File: src/rtl/mshr_pair_alloc_ctrl_if.sv
// Alloc/release handshake bundle between the MSHR pair allocator, the request arbiter
// and the MSHR array release path.
interface mshr_pair_alloc_ctrl_if #(
    parameter int ENTRY_IDX_WIDTH = 4,
    parameter int REL_NUM         = 2
);
    logic                                      mshr_alloc_vld;
    logic [ENTRY_IDX_WIDTH-1:0]                mshr_alloc_idx_1;
    logic [ENTRY_IDX_WIDTH-1:0]                mshr_alloc_idx_2;
    logic                                      mshr_alloc_rdy;
    logic [REL_NUM-1:0]                        v_rel_vld;
    logic [REL_NUM-1:0][ENTRY_IDX_WIDTH-1:0]   v_rel_idx;

    modport master (
        output mshr_alloc_vld, mshr_alloc_idx_1, mshr_alloc_idx_2,
        input  mshr_alloc_rdy, v_rel_vld, v_rel_idx
    );

    modport slave (
        input  mshr_alloc_vld, mshr_alloc_idx_1, mshr_alloc_idx_2,
        output mshr_alloc_rdy, v_rel_vld, v_rel_idx
    );
endinterface

File: src/rtl/mshr_pair_alloc_ctrl.sv
// MSHR free-pool owner: offers the two lowest free entries as a registered pair and
// reclaims released entries. Optional pool flush enabled by `define MSHR_ALLOC_FLUSH_EN.
module mshr_pair_alloc_ctrl #(
    parameter int ENTRY_NUM       = 16,
    parameter int ENTRY_IDX_WIDTH = $clog2(ENTRY_NUM),
    parameter int REL_NUM         = 2,
    parameter int CNT_WIDTH       = $clog2(ENTRY_NUM + 1)
) (
    input  logic                         clk,
    input  logic                         rst_n,
`ifdef MSHR_ALLOC_FLUSH_EN
    input  logic                         mshr_flush,
`endif
    mshr_pair_alloc_ctrl_if.master       alloc_if,
    output logic [CNT_WIDTH-1:0]         free_cnt,
    output logic                         rel_err
);

    typedef enum logic {
        OFFER_IDLE  = 1'b0,
        OFFER_VALID = 1'b1
    } offer_state_e;

    offer_state_e               state_q, state_d;
    logic [ENTRY_IDX_WIDTH-1:0] idx_1_q, idx_1_d;
    logic [ENTRY_IDX_WIDTH-1:0] idx_2_q, idx_2_d;
    logic [ENTRY_NUM-1:0]       free_map_q, free_map_d;
    logic [CNT_WIDTH-1:0]       free_cnt_q, free_cnt_d;
    logic                       rel_err_q, rel_err_d;

    logic [ENTRY_IDX_WIDTH-1:0] pick_1, pick_2;
    logic [1:0]                 pick_cnt;
    logic                       pair_avail;
    logic                       load_en;
    logic [ENTRY_NUM-1:0]       rel_set;
    logic                       rel_bad;

    function automatic logic [CNT_WIDTH-1:0] popcount(input logic [ENTRY_NUM-1:0] map);
        logic [CNT_WIDTH-1:0] cnt;
        cnt = '0;
        for (int i = 0; i < ENTRY_NUM; i++) begin
            cnt = cnt + CNT_WIDTH'(map[i]);
        end
        return cnt;
    endfunction

    // Two lowest set bits of the registered map; releases of this cycle are not yet visible.
    always_comb begin : pick_proc
        // NOTE: every combinational output gets a default first, so no path can infer a latch.
        pick_1   = '0;
        pick_2   = '0;
        pick_cnt = 2'd0;
        for (int i = 0; i < ENTRY_NUM; i++) begin
            if (free_map_q[i] && pick_cnt == 2'd0) begin
                pick_1   = ENTRY_IDX_WIDTH'(i);
                pick_cnt = 2'd1;
            end else if (free_map_q[i] && pick_cnt == 2'd1) begin
                pick_2   = ENTRY_IDX_WIDTH'(i);
                pick_cnt = 2'd2;
            end
        end
    end

    assign pair_avail = (pick_cnt == 2'd2);
    assign load_en    = (state_q == OFFER_IDLE) || alloc_if.mshr_alloc_rdy;

    // A release is legal only for an entry that is neither free nor sitting in the offer stage.
    always_comb begin : rel_proc
        rel_set = '0;
        rel_bad = 1'b0;
        for (int p = 0; p < REL_NUM; p++) begin
            if (alloc_if.v_rel_vld[p]) begin
                if (free_map_q[alloc_if.v_rel_idx[p]] ||
                    (state_q == OFFER_VALID &&
                     (alloc_if.v_rel_idx[p] == idx_1_q || alloc_if.v_rel_idx[p] == idx_2_q))) begin
                    rel_bad = 1'b1;
                end else begin
                    rel_set[alloc_if.v_rel_idx[p]] = 1'b1;
                end
                for (int q = 0; q < p; q++) begin
                    if (alloc_if.v_rel_vld[q] && alloc_if.v_rel_idx[q] == alloc_if.v_rel_idx[p]) begin
                        rel_bad = 1'b1;
                    end
                end
            end
        end
    end

    always_comb begin : next_proc
        state_d    = state_q;
        idx_1_d    = idx_1_q;
        idx_2_d    = idx_2_q;
        free_map_d = free_map_q;
        rel_err_d  = rel_bad;
        if (load_en) begin
            if (pair_avail) begin
                state_d            = OFFER_VALID;
                idx_1_d            = pick_1;
                idx_2_d            = pick_2;
                free_map_d[pick_1] = 1'b0;
                free_map_d[pick_2] = 1'b0;
            end else begin
                state_d = OFFER_IDLE;
            end
        end
        free_map_d = free_map_d | rel_set;
`ifdef MSHR_ALLOC_FLUSH_EN
        if (mshr_flush) begin
            free_map_d = '1;
            state_d    = OFFER_IDLE;
            rel_err_d  = 1'b0;
        end
`endif
        free_cnt_d = popcount(free_map_d);
    end

    always_ff @(posedge clk or negedge rst_n) begin
        if (!rst_n) begin
            state_q    <= OFFER_IDLE;
            idx_1_q    <= '0;
            idx_2_q    <= '0;
            free_map_q <= '1;
            free_cnt_q <= CNT_WIDTH'(ENTRY_NUM);
            rel_err_q  <= 1'b0;
        end else begin
            // NOTE: non-blocking assignments so every register samples pre-edge values.
            state_q    <= state_d;
            idx_1_q    <= idx_1_d;
            idx_2_q    <= idx_2_d;
            free_map_q <= free_map_d;
            free_cnt_q <= free_cnt_d;
            rel_err_q  <= rel_err_d;
        end
    end

    assign alloc_if.mshr_alloc_vld   = (state_q == OFFER_VALID);
    assign alloc_if.mshr_alloc_idx_1 = idx_1_q;
    assign alloc_if.mshr_alloc_idx_2 = idx_2_q;
    assign free_cnt                  = free_cnt_q;
    assign rel_err                   = rel_err_q;

endmodule
File: src/flat_wrapper.sv
// flat-port wrapper written by rule: the top's interface ports become plain ports
module mshr_pair_alloc_ctrl_flat 
#(
    parameter int ENTRY_NUM       = 16,
    parameter int ENTRY_IDX_WIDTH = $clog2(ENTRY_NUM),
    parameter int REL_NUM         = 2,
    parameter int CNT_WIDTH       = $clog2(ENTRY_NUM + 1)
)
  (clk, rst_n, free_cnt, rel_err, alloc_if_mshr_alloc_vld, alloc_if_mshr_alloc_idx_1, alloc_if_mshr_alloc_idx_2, alloc_if_mshr_alloc_rdy, alloc_if_v_rel_vld, alloc_if_v_rel_idx);
  mshr_pair_alloc_ctrl_if #(.ENTRY_IDX_WIDTH(ENTRY_IDX_WIDTH), .REL_NUM(REL_NUM)) alloc_if_i ();
  input  logic clk;
  input  logic rst_n;
  output logic [CNT_WIDTH-1:0] free_cnt;
  output logic rel_err;
  output wire logic [$bits(alloc_if_i.mshr_alloc_vld)-1:0] alloc_if_mshr_alloc_vld;
  output wire logic [$bits(alloc_if_i.mshr_alloc_idx_1)-1:0] alloc_if_mshr_alloc_idx_1;
  output wire logic [$bits(alloc_if_i.mshr_alloc_idx_2)-1:0] alloc_if_mshr_alloc_idx_2;
  input wire logic [$bits(alloc_if_i.mshr_alloc_rdy)-1:0] alloc_if_mshr_alloc_rdy;
  input wire logic [$bits(alloc_if_i.v_rel_vld)-1:0] alloc_if_v_rel_vld;
  input wire logic [$bits(alloc_if_i.v_rel_idx)-1:0] alloc_if_v_rel_idx;
  assign alloc_if_mshr_alloc_vld = alloc_if_i.mshr_alloc_vld;
  assign alloc_if_mshr_alloc_idx_1 = alloc_if_i.mshr_alloc_idx_1;
  assign alloc_if_mshr_alloc_idx_2 = alloc_if_i.mshr_alloc_idx_2;
  assign alloc_if_i.mshr_alloc_rdy = alloc_if_mshr_alloc_rdy;
  assign alloc_if_i.v_rel_vld = alloc_if_v_rel_vld;
  assign alloc_if_i.v_rel_idx = alloc_if_v_rel_idx;
  mshr_pair_alloc_ctrl #(.ENTRY_NUM(ENTRY_NUM), .ENTRY_IDX_WIDTH(ENTRY_IDX_WIDTH), .REL_NUM(REL_NUM), .CNT_WIDTH(CNT_WIDTH)) u_core (.clk(clk), .rst_n(rst_n), .alloc_if(alloc_if_i), .free_cnt(free_cnt), .rel_err(rel_err));
endmodule
File: config.mk
export PLATFORM = sky130hd
export DESIGN_NAME = mshr_pair_alloc_ctrl_flat
export DESIGN_NICKNAME = d
export VERILOG_FILES = /design/src/rtl/mshr_pair_alloc_ctrl_if.sv /design/src/rtl/mshr_pair_alloc_ctrl.sv /design/src/flat_wrapper.sv
export SDC_FILE = /design/constraint.sdc
export NUM_CORES = 1
export LEC_CHECK = 0
export ABC_AREA = 0
export ABC_CLOCK_PERIOD_IN_PS = 8900
export CAP_MARGIN = 20
export CORE_ASPECT_RATIO = 0.75
export CORE_MARGIN = 4
export CORE_UTILIZATION = 40
export DETAILED_ROUTE_END_ITERATION = 12
export GPL_TIMING_DRIVEN = 0
export PLACE_DENSITY = 0.61
export SLEW_MARGIN = 20
export SYNTH_ARGS = -nofsm -noshare
export SYNTH_HDL_FRONTEND = slang
export SYNTH_SLANG_ARGS = --single-unit
File: constraint.sdc
create_clock -name clk -period 8.9 [get_ports clk]
set_clock_uncertainty 0.15 [all_clocks]
set_input_delay 1.78 -clock clk [delete_from_list [all_inputs] [get_ports clk]]
set_output_delay 1.78 -clock clk [all_outputs]
set_load 0.1 [all_outputs]
==> impl_metrics.yaml <==
detailed_routing:
  drtIter0Drc: 386
  dr.pass1.iters: 5
  vias: 3527
  antenna_left: 0
  wirelength_microns: 11600
  drc: 0
  vias_per_cell: 6.24
  wl_per_cell_microns: 20.6
final_layout:
  antennaDiodeCount: 0
  fill_cells: 846
  final_cell_mix: "nand2_1 (47), nor2_1 (34), clkbuf_1 (32), a21oi_1 (20)"
  syn_to_final_growth_pct: 13.6
  register_area_sq_um: 797
  fin_area_sq_um: 4070
  multiInputGateArea_sq_um: 2570
  final_common_cell: "nand2_1"
  fin_nets: 487
  drive_gt1_frac: 0.123
global_route:
  grt_max_degree: 31
  antenna_found_initial: 0
  met3_usage: 0.0497
  grt_usage: 0.223
  grt.overflow.total: 0
  grt_pass1_vias: 3140
  gr-max-usage-layer: "met1"
  grt_util_met2: 0.302
  grt_use_met1: 0.357
  grt_pass1_wl_microns: 17900
floorplanning:
  start_util: 0.416
  fp.coreArea_sq_um: 8600
  chipWidth_microns: 117
  die_y_microns: 89.9
  ios: 28
  std_cell_rows: 29
  dieArea_sq_um: 10500
clocking:
  worstSkewPairLatency_ps: 290
  root_buffer: "clkbuf_16"
  h-tree-depth: 2
  clk_transition_reported_paths_ps: 50
  clockBufferDepth: 2
  numCtsBuffers: 5
  clock_sinks: 31
  cts.repair.resized: 0
  postCtsSetupBuffers: 0
  cts_tree: "yes"
  postCtsHoldBufs: 0
yosys:
  seq_area_frac_synth: 0.223
  synth-simple-area-share: 0.217
  synth-async-reset-ratio: 1.00
  synthesis.nets: 459
  synth-seq-cells: 31
  syn_avg_cell_area_sq_um: 8.37
  synth_fa_ha_area_frac: 0.0894
  syn_inst: 428
  synth_ff_type: "dfstp_2"
  ys_types: 74
  synth_mux_area_frac: 0.0776
  synth-xor-area-share: 0.0709
  synth-edff-count: 0
  synth_compound_area_frac: 0.262
  yosysWarnings: 0
  synth_top_family_by_area: "compound AO/OA/AOI/OAI gates"
  synth.cell_area_sq_um: 3580
setup_path:
  critPathLaunchType: "primary input"
  critPathArrivalTime_ps: 8160
  path_max_fanout: 9
  critical_path_class: "primary input to register"
  endpoint_kind: "register"
  reg2regPathDepth: 23
  critPathRequiredTime_ps: 8970
run:
  cap_violations: 0
timing:
  final_max_slew_viol_count: 0
  final.setup.tns_ps: 0
  setup_viol: 0
  slew_headroom: 0.348
  fmax_mhz: 124
  hold_slack_ps: 424
  post-route-period-util: 0.909
  hold_viol_final: 0
  rsz0062_at_grt: "false"
  tightest_slew_ps: 975
  period_minus_slack_ps: 8090
placement:
  post_dp_cell_area_sq_um: 3930
  gp_congestion: 0.924
  io_buffers: 20
  hpwl_microns: 9240
min_path:
  hold_depth: 2
  hold_path.class: "register to register"
outcome:
  status: "completed"
-- synth_stat cells, types with 10 or more instances --
library cell	number	area, sq um
a221o_1	11	110
inv_1	18	67.6
o21ai_1	11	55.1
dfstp_2	17	447
nor3_1	12	60.1
dfrtp_1	14	350
fa_1	10	200
clkbuf_1	30	113
mux4_2	10	225
nand2_1	47	176
xnor2_1	14	123
xor2_1	15	131
nor2_1	34	128
o21ai_0	19	95.1
a21oi_1	20	100
-- layout make-up --
| type | count | area share |
|---|---|---|
| well taps | 108 | 0.0332 |
| clock buffers | 7 | 0.0326 |
| inverters | 18 | 0.0166 |
| plain buffers | 37 | 0.0366 |
| clock inverters | 1 | 0.00123 |
| repair buffers | 21 | 0.0529 |
| flip-flops and latches | 31 | 0.196 |
| multi-input cells | 342 | 0.631 |
-- metal layers --
metal  wire, microns  vias up
met5               0        -
met4             155        0
met3             988       16
met2            4890      174
met1            5590     1702
li1                -     1635
-- registers in the layout (all words and copies together), names as in the netlist --
name and cells:
u_core.free_map_q 16, u_core.free_cnt 5, u_core.alloc_if.mshr_alloc_idx_1 4, u_core.alloc_if.mshr_alloc_idx_2 4, u_core.alloc_if.mshr_alloc_vld 1, u_core.rel_err 1
-- logic make-up after synthesis --
family | count (synthesis)
xor gates and xnor gates | 29
and+or+nand+nor | 152
buffers and inverters | 55
DFF | 31
muxes | 15
AOI/OAI and AO/OA | 126
adders and majority gates | 20
-- worst max-delay path, stage by stage --
cell and delay, ps:
clkbuf_1 520, mux4_2 630, mux4_2 480, a21o_1 190
or3_1 360, nor2_1 410, a21oi_1 140, o21ai_1 160
ha_1 270, inv_1 80, fa_1 410, fa_1 510
fa_1 550, inv_1 60, fa_1 490, fa_1 440
fa_1 420, a21oi_1 170, nor2b_1 60
-- per-stage QoR --
step	instances	setup slack, ps	util
4_1_cts	565	818	0.473
2_1_floorplan	428	1280	-
5_1_grt	565	522	0.473
6_report	565	807	0.473
3_3_place_gp	556	622	0.455
3_5_place_dp	557	525	0.457
-- final timing paths --
| path | from | to | slack (ps) |
|---|---|---|---|
| hold / removal | u_core.alloc_if.mshr_alloc_idx_1[1] | u_core.alloc_if.mshr_alloc_idx_1[1] | 420 |
| setup / recovery | alloc_if_v_rel_idx[4] | u_core.free_cnt[4] | 810 |
| hold reg to reg | u_core.alloc_if.mshr_alloc_idx_1[1] | u_core.alloc_if.mshr_alloc_idx_1[1] | 420 |
| setup reg to reg | u_core.free_map_q[1] | u_core.free_cnt[4] | 980 |
| max in group asynchronous | rst_n | u_core.free_map_q[15] | 7030 |
| min in group asynchronous | rst_n | u_core.alloc_if.mshr_alloc_vld | 1140 |
Power is not shown: default switching activity piles up to over one toggle a cycle in this logic, so the estimate is an artifact.
==> edit 1: new RTL, config.mk and constraints unchanged <==
Register the output `free_cnt` once more, without a reset; this adds one clock of latency there. The other outputs are not delayed to match.
--- a/src/rtl/mshr_pair_alloc_ctrl.sv
+++ b/src/rtl/mshr_pair_alloc_ctrl.sv
@@ -136,7 +136,9 @@
     assign alloc_if.mshr_alloc_vld   = (state_q == OFFER_VALID);
     assign alloc_if.mshr_alloc_idx_1 = idx_1_q;
     assign alloc_if.mshr_alloc_idx_2 = idx_2_q;
-    assign free_cnt                  = free_cnt_q;
+    always_ff @(posedge clk) begin
+        free_cnt <= free_cnt_q;
+    end
     assign rel_err                   = rel_err_q;
 
 endmodule
Behaviour: not the same (a bounded check fails within 4 cycles, from zero or initial values and one cycle with rst_n low).
==> edit 1 against the original RTL <==
- non-clock buffer count rose by 2
- utilization is 0.30 points lower
- maximum frequency decreased by 3.2%
- synthesized cell count up 11%
- routed wire length grew 7.4%
- global-route usage increased by 0.22 points
- die area up 9.9%
- design area is 12% higher
- sequential cell count grew 5
- worst setup slack worse by 0.27 ns
- area after synthesis up 11%
- largest cell class unchanged
Power is left out: the tool's default activity adds up to more than one toggle a clock period on the data nets, which glitch-free logic cannot reach.
==> edit 1: results (changes against the original RTL) <==
hold depth=0 (-2); Final nets=534 (+9.7%); Yosys warning count=0 (unchanged); via count=3945 (+12%); Hold Path End=u_core.free_cnt[0]; biggest registers after layout=u_core.free_map_q: 16 flops, u_core.free_cnt: 5 flops, u_core.free_cnt_q: 5 flops; ys async rst share=0.8611 (-0.1389); reg2reg start=u_core.free_map_q[0]; Placer Congestion=0.9750 (+5.6%); CP arrival=8.42 ns (+0.26 ns); share of cells above drive strength 1=0.1310 (+0.008414); dpl hpwl=9992 um (+8.1%); top cells by count, synth=nand2_1 (50), nor2_1 (42), o21ai_0 (29), clkbuf_1 (24), a21oi_1 (19); number of fill cells=950 (+12%); Avg WL per Cell=19.62 um (-4.6%); main area contributors after synthesis=dfstp_2 (11%), dfrtp_1 (8.8%), mux4_2 (5.7%); worst rel slew slack=0.3448 (-0.003058); drt pass-1 iters=6 (+1); reg-to-reg critical path endpoint=u_core.free_cnt_q[4]; R2R Setup Slk=0.95 ns (-0.03 ns); worst hold margin=0.1909 ns (-0.2328 ns); Reg2Reg Depth=24 (+4.3%); largest net degree at the start of global routing=32 (+3.2%); Syn Nets=507 (+10%); CTS max path bufs=2 (unchanged); Starting DRT DRC Count=420 (+8.8%); Inserted Diodes=0 (unchanged); outcome=completed; vias in the first global route=3759 (+20%); post-synthesis sequential area ratio=0.2263 (+0.003683); Min-Delay Startpoint=u_core.free_cnt_q[0]; first-pass GRT wire length=20260 um (+13%); total global-route track usage=0.2247 (+0.002164); Netlist cell types=82 (+11%); Peak Freq=0.1196 GHz (-3.2%); Crit Path Max Fanout=10 (+1); Post-CTS Setup Repair Bufs=0 (unchanged)
-- edit 1: cell count changes after synthesis, moves of 8 or more --
cell	delta
o21ai_1	-10
o211ai_1	+10
o21ai_0	+10
nand2b_1	+8
nor2_1	+8
-- edit 1: logic make-up after synthesis --
kind of cell             count (synthesis)  share of synthesized area
multiplexers                            14                    0.07005
buffers and inverters                   58                    0.06280
XOR/XNOR                                28                    0.06374
adder cells (fa/ha/maj)                 21                    0.08331
flip-flops                              36                     0.2263
AND/OR/NAND/NOR                        177                     0.2269
AO/OA/AOI/OAI                          142                     0.2670
-- edit 1: final cells by class --
class                      count  area [um^2]  share of cell area
multi-input combinational    382         2819              0.6208
sequential                    36        897.1              0.1976
timing repair buffer          20        195.2             0.04299
buffer                        40        181.4             0.03996
tap                          132        165.2             0.03637
clock buffer                   5        125.1             0.02756
clock inverter                 3        90.09             0.01984
inverter                      18        67.56             0.01488
-- edit 1: worst max-delay path by stage --
stage / start / slack [ns] / depth (start not counted) / to
5_1_grt: alloc_if_v_rel_idx[1] / 0.18 / 22 / u_core.free_cnt_q[4]
4_1_cts: alloc_if_v_rel_idx[1] / 0.59 / 22 / u_core.free_cnt_q[4]
6_report: alloc_if_v_rel_idx[1] / 0.54 / 22 / u_core.free_cnt_q[4]
2_1_floorplan: alloc_if_v_rel_idx[4] / 1.14 / 21 / u_core.free_cnt_q[4]
3_5_place_dp: alloc_if_v_rel_idx[1] / 0.31 / 22 / u_core.free_cnt_q[4]
3_3_place_gp: alloc_if_v_rel_idx[1] / 0.27 / 22 / u_core.free_cnt_q[4]
-- edit 1: worst max-delay path: stages --
cell and delay (ns):
clkdlybuf4s50_1 0.57, buf_1 0.49, mux4_2 0.40, mux4_2 0.48, a21o_1 0.21, nor2_1 0.14
nand3b_1 0.14, nor2_1 0.16, a22oi_1 0.16, and2_1 0.22, a31oi_1 0.21, ha_1 0.27
inv_1 0.08, fa_1 0.43, fa_1 0.52, fa_1 0.54, inv_1 0.05, fa_1 0.49
fa_1 0.44, fa_1 0.41, a21oi_1 0.15, nor2b_1 0.06
-- edit 1: routing by layer --
| layer | track usage | up-vias | share of wire |
|---|---|---|---|
| met4 | 0.04101 | 0 | 0.0079 |
| met3 | 0.07405 | 13 | 0.12 |
| met5 | 0 | - | 0 |
| li1 | - | 1828 | - |
| met1 | 0.3425 | 1886 | 0.46 |
| met2 | 0.3056 | 218 | 0.41 |
-- edit 1: metrics by stage --
step	cell area, um^2	utilization	std cells	setup slack, ns
final	4541	0.4701	636	0.5411
after global routing	4541	0.4701	636	0.1832
after global placement	4330	0.4484	628	0.2670
after floorplan	3965	-	476	1.138
after detailed placement	4325	0.4479	628	0.3100
after CTS	4541	0.4701	636	0.5859
==> edit 2: new RTL, config.mk and constraints unchanged <==
Made on the original files. `ENTRY_NUM` is set to 16 in 2 places; all go to 32.
--- a/src/rtl/mshr_pair_alloc_ctrl.sv
+++ b/src/rtl/mshr_pair_alloc_ctrl.sv
@@ -1,7 +1,7 @@
 // MSHR free-pool owner: offers the two lowest free entries as a registered pair and
 // reclaims released entries. Optional pool flush enabled by `define MSHR_ALLOC_FLUSH_EN.
 module mshr_pair_alloc_ctrl #(
-    parameter int ENTRY_NUM       = 16,
+    parameter int ENTRY_NUM       = 32,
     parameter int ENTRY_IDX_WIDTH = $clog2(ENTRY_NUM),
     parameter int REL_NUM         = 2,
     parameter int CNT_WIDTH       = $clog2(ENTRY_NUM + 1)
--- a/src/flat_wrapper.sv
+++ b/src/flat_wrapper.sv
@@ -1,7 +1,7 @@
 // flat-port wrapper written by rule: the top's interface ports become plain ports
 module mshr_pair_alloc_ctrl_flat 
 #(
-    parameter int ENTRY_NUM       = 16,
+    parameter int ENTRY_NUM       = 32,
     parameter int ENTRY_IDX_WIDTH = $clog2(ENTRY_NUM),
     parameter int REL_NUM         = 2,
     parameter int CNT_WIDTH       = $clog2(ENTRY_NUM + 1)
Ports: changed (resized alloc_if_mshr_alloc_idx_1, alloc_if_mshr_alloc_idx_2, alloc_if_v_rel_idx and free_cnt); port bits go from 28 to 33. No check against the original RTL was run, so the function may have changed too.
==> edit 2 against the original RTL <==
- area after synthesis up 97%
- die area up 88%
- routed wire length up 130%
- worst setup slack worse by 1.4 ns
- sequential cell count up 19
- design area up 120%
- the run now ends with negative setup slack left
- count of clock-buffer cells in the layout up 1
Power is left out: the tool's default activity adds up to more than one toggle a clock period on the data nets, which glitch-free logic cannot reach.
==> edit 2: results (changes against the original RTL) <==
outcome=finished with violations; failing checks=negative setup slack; top cells by count, synth=nand2_1 (70), nor2_1 (61), inv_1 (59), clkbuf_1 (53), o21ai_0 (45); setup_tns=-2.968 ns (-2.968 ns); largest net degree at the start of global routing=51 (+65%); total global-route track usage=0.2693 (+0.04672); Post-CTS Setup Repair Bufs=69 (+69); Placed Instances=1131 (+100%); Placer Congestion=0.9938 (+7.6%); post-CTS sizing=66 (+66); Starting DRT DRC Count=1018 (+160%); hold depth=1 (-1); Worst path slowest cell=dfstp_2; Area after DPL=7736 um^2 (+97%); dpl hpwl=19540 um (+110%); mux cell area share after synthesis=0.05909 (-0.01847); worst hold margin=0.4615 ns (+0.03780 ns); setup violators final=7 (+7); final setup margin=-0.6146 ns (-1.422 ns); Netlist cell types=93 (+26%); post-synthesis xor/xnor area fraction=0.05572 (-0.01521); main area contributors after synthesis=dfstp_2 (12%), fa_1 (6.8%), dfrtp_1 (6.0%); Port Buf Inserts=30 (+50%); post-synthesis sequential area ratio=0.1833 (-0.03925); Avg WL per Cell=22.16 um (+7.8%); CP arrival=9.60 ns (+1.44 ns); delay of the slowest critical-path stage=0.58 ns (-0.05 ns); share of cells above drive strength 1=0.2716 (+0.1491); vias per cell=6.322 (+1.3%); via count=7706 (+120%); Final nets=1032 (+110%); Crit Path Max Fanout=8 (-1); CP endpoint=u_core.free_cnt[4]; Reg2Reg Depth=36 (+57%); syn_area_per_cell=8.151 um^2 (-2.6%); vias in the first global route=7106 (+130%); clk slew on worst S/H paths=0.07 ns (+0.02 ns); pre-CTS WS=-1.271 ns (-1.796 ns); Hold Path End=u_core.alloc_if.mshr_alloc_idx_2[1]; Syn Nets=915 (+99%); clk_lat worst skew=0.31 ns (+0.02 ns); synthesized-area fraction occupied by adder cells=0.1047 (+0.01525)
==> edit 2: cell types whose count changed after synthesis, moves of 12 or more <==
cell | unedited run | this run
nand2_1 | 47 | 70
o21ai_0 | 19 | 45
o221ai_1 | 6 | 30
nor2_1 | 34 | 61
nand2b_1 | 1 | 13
inv_1 | 18 | 59
dfstp_2 | 17 | 33
nand3_1 | 7 | 34
fa_1 | 10 | 24
clkbuf_1 | 30 | 53
a21oi_1 | 20 | 41
==> edit 2: per-layer routing <==
layer / part of all wire / global-route usage
met5: 0 / 0
met4: 0.024 / 0.06553
met3: 0.12 / 0.06798
met2: 0.40 / 0.3814
met1: 0.45 / 0.4092
==> edit 2: cell type report <==
type                    instances  area [um^2]
plain buffers                  76        369.1
clock buffers                   8        167.7
fillers                      1615         8038
inverters                      62        232.7
multi-input cells             676         5618
flip-flops and latches         50         1292
well taps                     236        295.3
repair buffers                111         1018
